===== src/rtl/uart_rx.sv =====
// uart_rx: oversampling UART receiver with 2-of-3 majority sampling, optional parity and error flags.
module uart_rx #(
  parameter int DATA_WIDTH = 8
) (
  input  logic                  CLK,
  input  logic                  RST,
  input  logic                  RX_IN,
  input  logic [5:0]            PRESCALE,
  input  logic                  PAR_EN,
  input  logic                  PAR_TYP,
  output logic [DATA_WIDTH-1:0] P_DATA,
  output logic                  Data_Valid,
  output logic                  Par_Err,
  output logic                  Stp_Err
);
  localparam int BW = $clog2(DATA_WIDTH);
  typedef enum logic [2:0] {IDLE, START, DATA, PARITY, STOP} state_t;
  state_t                state;
  logic                  rx_m, rx_s;
  logic [5:0]            p, edge_cnt, half, p_in;
  logic [BW-1:0]         bit_cnt;
  logic                  pen, ptyp, par_fail, stp_fail, maj, at_hi, at_end, glitch;
  logic [1:0]            smp;
  logic [DATA_WIDTH-1:0] sreg;
  always_comb begin
    p_in   = (PRESCALE == 6'd16 || PRESCALE == 6'd32) ? PRESCALE : 6'd8;
    half   = p >> 1;
    at_hi  = edge_cnt == half + 6'd1;
    at_end = edge_cnt == p - 6'd1;
    maj    = (smp[0] & smp[1]) | (rx_s & (smp[0] | smp[1]));
    glitch = state == START && at_hi && maj;
  end
  always_ff @(posedge CLK or negedge RST)
    if (!RST) begin
      state      <= IDLE;
      rx_m       <= 1'b1;
      rx_s       <= 1'b1;
      p          <= 6'd8;
      edge_cnt   <= '0;
      bit_cnt    <= '0;
      pen        <= 1'b0;
      ptyp       <= 1'b0;
      smp        <= '0;
      sreg       <= '0;
      par_fail   <= 1'b0;
      stp_fail   <= 1'b0;
      P_DATA     <= '0;
      Data_Valid <= 1'b0;
      Par_Err    <= 1'b0;
      Stp_Err    <= 1'b0;
    end else begin
      rx_m       <= RX_IN;
      rx_s       <= rx_m;
      Data_Valid <= 1'b0;
      Par_Err    <= 1'b0;
      Stp_Err    <= 1'b0;
      if (edge_cnt == half - 6'd1) smp[0] <= rx_s;
      if (edge_cnt == half) smp[1] <= rx_s;
      // the detecting IDLE cycle is edge 0 of the start bit
      edge_cnt <= (state == IDLE) ? {5'd0, ~rx_s} : (at_end || glitch) ? 6'd0 : edge_cnt + 6'd1;
      case (state)
        IDLE: if (!rx_s) begin
          state    <= START;
          p        <= p_in;
          pen      <= PAR_EN;
          ptyp     <= PAR_TYP;
          par_fail <= 1'b0;
          stp_fail <= 1'b0;
          bit_cnt  <= '0;
        end
        START: state <= glitch ? IDLE : at_end ? DATA : START;
        DATA: begin
          if (at_hi) sreg <= {maj, sreg[DATA_WIDTH-1:1]};
          if (at_end) begin
            bit_cnt <= bit_cnt + 1'b1;
            if (bit_cnt == BW'(DATA_WIDTH - 1)) state <= pen ? PARITY : STOP;
          end
        end
        PARITY: begin
          if (at_hi) par_fail <= maj ^ (^sreg) ^ ptyp;
          if (at_end) state <= STOP;
        end
        STOP: begin
          if (at_hi) stp_fail <= ~maj;
          if (at_end) begin
            state      <= IDLE;
            P_DATA     <= sreg;
            Data_Valid <= ~par_fail & ~stp_fail;
            Par_Err    <= par_fail;
            Stp_Err    <= stp_fail;
          end
        end
        default: state <= IDLE;
      endcase
    end
endmodule


===== config.mk =====
export PLATFORM = sky130hd
export DESIGN_NAME = uart_rx
export DESIGN_NICKNAME = d
export VERILOG_FILES = /design/src/rtl/uart_rx.sv
export SDC_FILE = /design/constraint.sdc
export NUM_CORES = 1
export LEC_CHECK = 0
export BUFFER_PORTS_ARGS = -buffer_cell sky130_fd_sc_hd__buf_2
export CAP_MARGIN = 25
export CORE_AREA = 2 2 73 128
export CTS_CLUSTER_SIZE = 20
export DETAILED_ROUTE_END_ITERATION = 10
export DIE_AREA = 0 0 75 130
export PLACE_DENSITY_LB_ADDON = 0.15
export SLEW_MARGIN = 30
export SYNTH_ARGS = -nofsm -noshare
export SYNTH_HDL_FRONTEND = slang
export SYNTH_SLANG_ARGS = --single-unit

===== constraint.sdc =====
create_clock -name CLK -period 2.8 [get_ports CLK]
set_input_delay 0.84 -clock CLK [delete_from_list [all_inputs] [get_ports CLK]]
set_output_delay 0.84 -clock CLK [all_outputs]
set_load 0.01 [all_outputs]

======== Word level (Yosys, flattened, before mapping) ========
Index checks and enable logic that the tools add are counted.
cells by class
  mux-type cells .......................... 26
  reductions and logical operators ........ 16
  bitwise gates (word level) .............. 11
  equal/unequal tests ..................... 18
  add/sub/neg operators ................... 5
operator list
  cell                                              count
  two-way mux 3 bit                                 8
  == test 6 bit                                     3
  two-way mux 6 bit                                 3
  one-hot mux 3 bit (5 select lines)                1
  != test 2 bit, second input constant              7
  two-way mux 1 bit                                 9
  AND reduction 3 bit                               3
  XOR reduction 8 bit                               1
  adder 5 x 1 -> 6 bit, second input constant       1
  adder 6 x 1 -> 6 bit, second input constant       1
  == test 3 x 2 -> 1 bit, second input constant     2
  == test 3 bit, second input constant              2
  == test 6 x 5 -> 1 bit                            1
  == test 6 x 5 -> 1 bit, second input constant     1
  == test 6 bit, second input constant              1
  one-hot mux 3 bit (2 select lines)                1
  AND reduction 2 bit                               3
  nonzero test 2 bit                                3
  subtractor 5 x 1 -> 6 bit, second input constant  1
  subtractor 6 x 1 -> 6 bit, second input constant  1
  AND reduction 5 bit                               1
  two-way mux 2 bit                                 2
  inverter 1 bit                                    4
  one-hot mux 1 bit (2 select lines)                2
  8 further kinds                                   14
word-level totals
  flip-flop bits (word level) ............. 45
  input bits .............................. 11
  word-level logic and storage cells ...... 93

======== Logic depth before layout (Yosys ltp) ========
  word-level depth ........................ 7
  mapped depth ............................ 8
  mapped depth without buffers ............ 7

======== Worst setup path before layout ========
Ideal clock, no wire load.
  kind .................................... register to register
  from .................................... reg p[2]
  to ...................................... reg P_DATA[0]
  required time ........................... 2.675 ns
  period minus slack after synthesis ...... 2.412 ns
  buffers on the path ..................... 1
  cell stages (with the launch flop) ...... 9
  data arrival time ....................... 2.287 ns
  path slack .............................. 0.388 ns
  setup time .............................. 0.125 ns
  cell sequence ........................... dfrtp_1 > buf_2 > inv_1 > ha_1 > a21boi_0 > and3_1 > o2111ai_4 > nor3_4 > mux2_2
on the way
  cells in the longest elaborated chain, start to end .. 3
ends and longest elaborated chain
  item                                  line  text
  start: declaration                    20    logic [5:0] p, edge_cnt, half, p_in;
  start signal: assignment              64    p <= p_in;
  subtractor 6 x 1 -> 6 bit             29    at_end = edge_cnt == p - 6'd1;
  == test 6 bit                         29
  AND reduction 2 bit (no source line)  --
  end signal: assignment                87    P_DATA <= sreg;
  end: declaration                      11    output logic [DATA_WIDTH-1:0] P_DATA,
No other way between the ends.
A chain may end at the register's enable or synchronous reset.

======== Final worst setup path ========
  from .................................... reg p[1]
  to ...................................... reg P_DATA[0]
The elaborated chain is that of the path after synthesis.

==> metrics.md <==
| Metric | Value |
|---|---|
| Status | complete, no violations |
| Element type at the critical path end | register |
| Width of the chip | 75 um |
| Effective utilization at floorplan | 29.0% |
| Leakage power summed over all cells | 1.31 nW |
| Number of placement rows | 46 |
| Root buffer selected by CTS | clkbuf_16 |
| Worst slack on hold paths | 0.355 ns |
| CTS Hold Buffers Added | 0 |
| Count of nets after finishing | 283 |
| Layout fillers | 916 |
| Detailed-routing iteration count for the pre-antenna-repair pass | 4 |
| Area after detailed placement | 2790 um^2 |
| Final Power | 2.30 mW |
| Total global-route track usage | 13.9% |
| Accumulated negative setup slack | 0 ns |
| Setup violation total in the final timing report | 0 |
| Port bufs | 21 |
| Total number of yosys warnings | 0 |
| Slew HR | 60.2% |
| Req. time, crit path | 2.98 ns |
| Leftover overflow at the end of global routing | 0 |
| Cell count after placement | 378 |
| Fin. max-slew vios | 0 |
| Number of flip-flops and latches in the synthesized netlist | 45 |
| Hpwl dp | 4.81 mm |
| RD Place Congestion | 0.773 |
| Worst Path Max Fanout | 10 |
| Routed len/inst | 15.6 um |
| Number of clock buffers inserted by TritonCTS | 5 |
| Net Count, Synth | 255 |
| Fraction of final layout cells sized beyond drive strength 1 | 25.6% |
| Mapped cell area | 2550 um^2 |
| Final cycle utilization of the critical path | 91.1% |
| DR vias | 1780 |
| Detailed router's first-iteration violation count | 52 |
| DRC viols | 0 |
| Worst setup path class | register to register |
| Unrepaired setup endpoints after global routing | false |
| Number of failing hold endpoints at the final stage | 0 |
| Power density over the cells | 786 nW/um^2 |
| VDD IR max | 353 uV |
| Combined area of the multi-input logic cells | 1300 um^2 |
| Final instance area | 2930 um^2 |
| Wire length of the first global-routing pass | 9.80 mm |
| Largest net degree at the start of global routing | 23 |
| Setup Slack @ Placement | 0.280 ns |
| Post-synthesis async set-or-reset flop share | 100% |
| Initial antenna violation count | 0 |
| Count of pins on the block boundary | 22 |
| Syn Inst Count | 237 |
| Tmin final | 2.55 ns |
| Core ar. | 8810 um^2 |
| Highest achievable clock rate | 0.392 GHz |
| Library cells used by synthesis | 53 |
| Post-CTS sizing | 0 |
| Clock skew | 0.00598 ns |
| Die Y-Extent | 130 um |
| Routed wire length | 6.03 mm |
| Post-CTS repair timing setup buffer count | 0 |
| Drt via density | 4.61 |
| Top FF cell, synth | dfrtp_1 |
| Crit path arrival time | 2.73 ns |
| Final cell count without fillers | 386 |
| Vias in the first global route | 1846 |
| Tightest Hold Check Type | register to register |
| Max-cap viol count | 0 |
| Worst Slack Setup Final | 0.249 ns |
| Register area share after synthesis | 44.2% |
| Antenna Violating Nets Remaining | 0 |
| Number of inserted diodes | 0 |
| Sequential Area | 1130 um^2 |
| Layout Area Growth over Synthesis | 14.8% |
| Number of flops mapped to enable cells by yosys | 0 |
| Clock sink count | 45 |
| Clock tree from TritonCTS | done |
| Clock transition time at the flip-flop clock pins of the worst setup and hold paths | 0.07 ns |
| Share of the core filled with cells in the final layout | 33.3% |
| Least-Margin Pin Slew | 0.593 ns |
| Avg Inst Size Synth | 10.8 um^2 |
| Clock latency on the worst-skew pair | 0.29 ns |
| Die Footprint | 9750 um^2 |
| Startpoint kind of the worst setup timing path | register |
| Maximum root-to-sink buffer count | 2 |
| Deepest level of the CTS H-tree | 2 |
[worst paths after layout]
path,from,end,slack [ns],cells past startpoint
setup reg to reg,p[1],P_DATA[0],0.25,8
max in group asynchronous,RST,p[3],1.76,2
setup / recovery,p[1],P_DATA[0],0.25,8
min in group asynchronous,RST,Data_Valid,0.41,1
hold / removal,rx_m,rx_s,0.36,0
hold reg to reg,rx_m,rx_s,0.36,0
[final cells by class]
cell class              instances  share of cell area (%)
repair buffers                 30                    5.89
flip-flops and latches         45                    38.5
clock buffers                   7                    4.52
inverters                      11                    1.41
clock inverters                 1                   0.256
well taps                     120                    5.12
multi-input cells             172                    44.3
[registers in the layout, indices dropped and copies added (netlist names)]
register	count
Data_Valid	1
P_DATA	8
Par_Err	1
Stp_Err	1
bit_cnt	3
edge_cnt	6
p	6
par_fail	1
pen	1
ptyp	1
rx_m	1
rx_s	1
smp	2
sreg	8
state	3
stp_fail	1
[synth_stat cells, drive strengths merged, types with 2 or more instances]
master  instances  area, um^2
dfrtp          42        1050
nand2          20        75.1
mux2           18         203
xnor2          17         149
nor2           16        60.1
xor2           12         105
inv            11        41.3
o21ai           8        40.0
ha              7        87.6
nor3            7        51.3
a211oi          6        45.0
nand3           6        30.0
buf             5        40.0
o31ai           5        42.5
and2            4        26.3
clkbuf          4        45.0
nand2b          4        25.0
nor4            4        40.0
or3             4        25.0
a21oi           3        15.0
a31oi           3        25.0
dfstp           3        78.8
o211ai          3        22.5
a31o            2        17.5
and3            2        12.5
and3b           2        17.5
mux2i           2        20.0
nand4           2        18.8
nor2b           2        12.5
[report_power, final]
group	switching, mW	internal [mW]	leakage, nW
combinational	0.472	0.333	0.649
sequential	0.157	0.757	0.598
clock	0.252	0.332	0.0641
[layout by cell type (no fill, tap or decap), types with 4 or more instances in the layout]
cell / Yosys / layout
dfrtp_1: 42 / 42
a211oi_1: 6 / 6
nor3_1: 5 / 5
nand3_1: 6 / 6
mux2_2: 18 / 18
nor2_1: 16 / 16
o21ai_0: 8 / 8
nand2_1: 20 / 20
buf_4: 1 / 9
nand2b_1: 4 / 4
inv_1: 11 / 11
xnor2_1: 17 / 17
buf_2: 2 / 21
ha_1: 7 / 7
o31ai_1: 4 / 4
clkbuf_16: 0 / 5
or3_1: 4 / 4
xor2_1: 12 / 12
[kinds of logic (layout without fill, tap and decap cells)]
kind of cell,count (synthesis),count (layout),share of synthesized area [%]
AND/OR/NAND/NOR,78,78,17.2
flip-flops,45,45,44.2
AO/OA/AOI/OAI,37,37,11.1
XOR/XNOR,29,29,9.95
multiplexers,20,20,8.72
buffers and inverters,20,49,4.95
adder cells (fa/ha/maj),8,8,3.82
[critical path: stages (launching register included)]
cell	delay, ns
dfrtp_1	0.44
inv_1	0.15
ha_1	0.26
a21boi_0	0.36
and3_1	0.27
o2111ai_4	0.20
nor3_4	0.20
buf_4	0.20
mux2_2	0.35
[layer usage]
layer	GRT usage [%]	up-vias	part of all wire [%]	routed length, um
met2	27.8	17	61	3710
met1	13.1	871	35	2100
li1	-	885	-	-
met4	6.30	0	2.2	131
met3	1.62	7	1.5	93
met5	0	-	0	0
No activity file was read; power rests on OpenSTA's default activity.
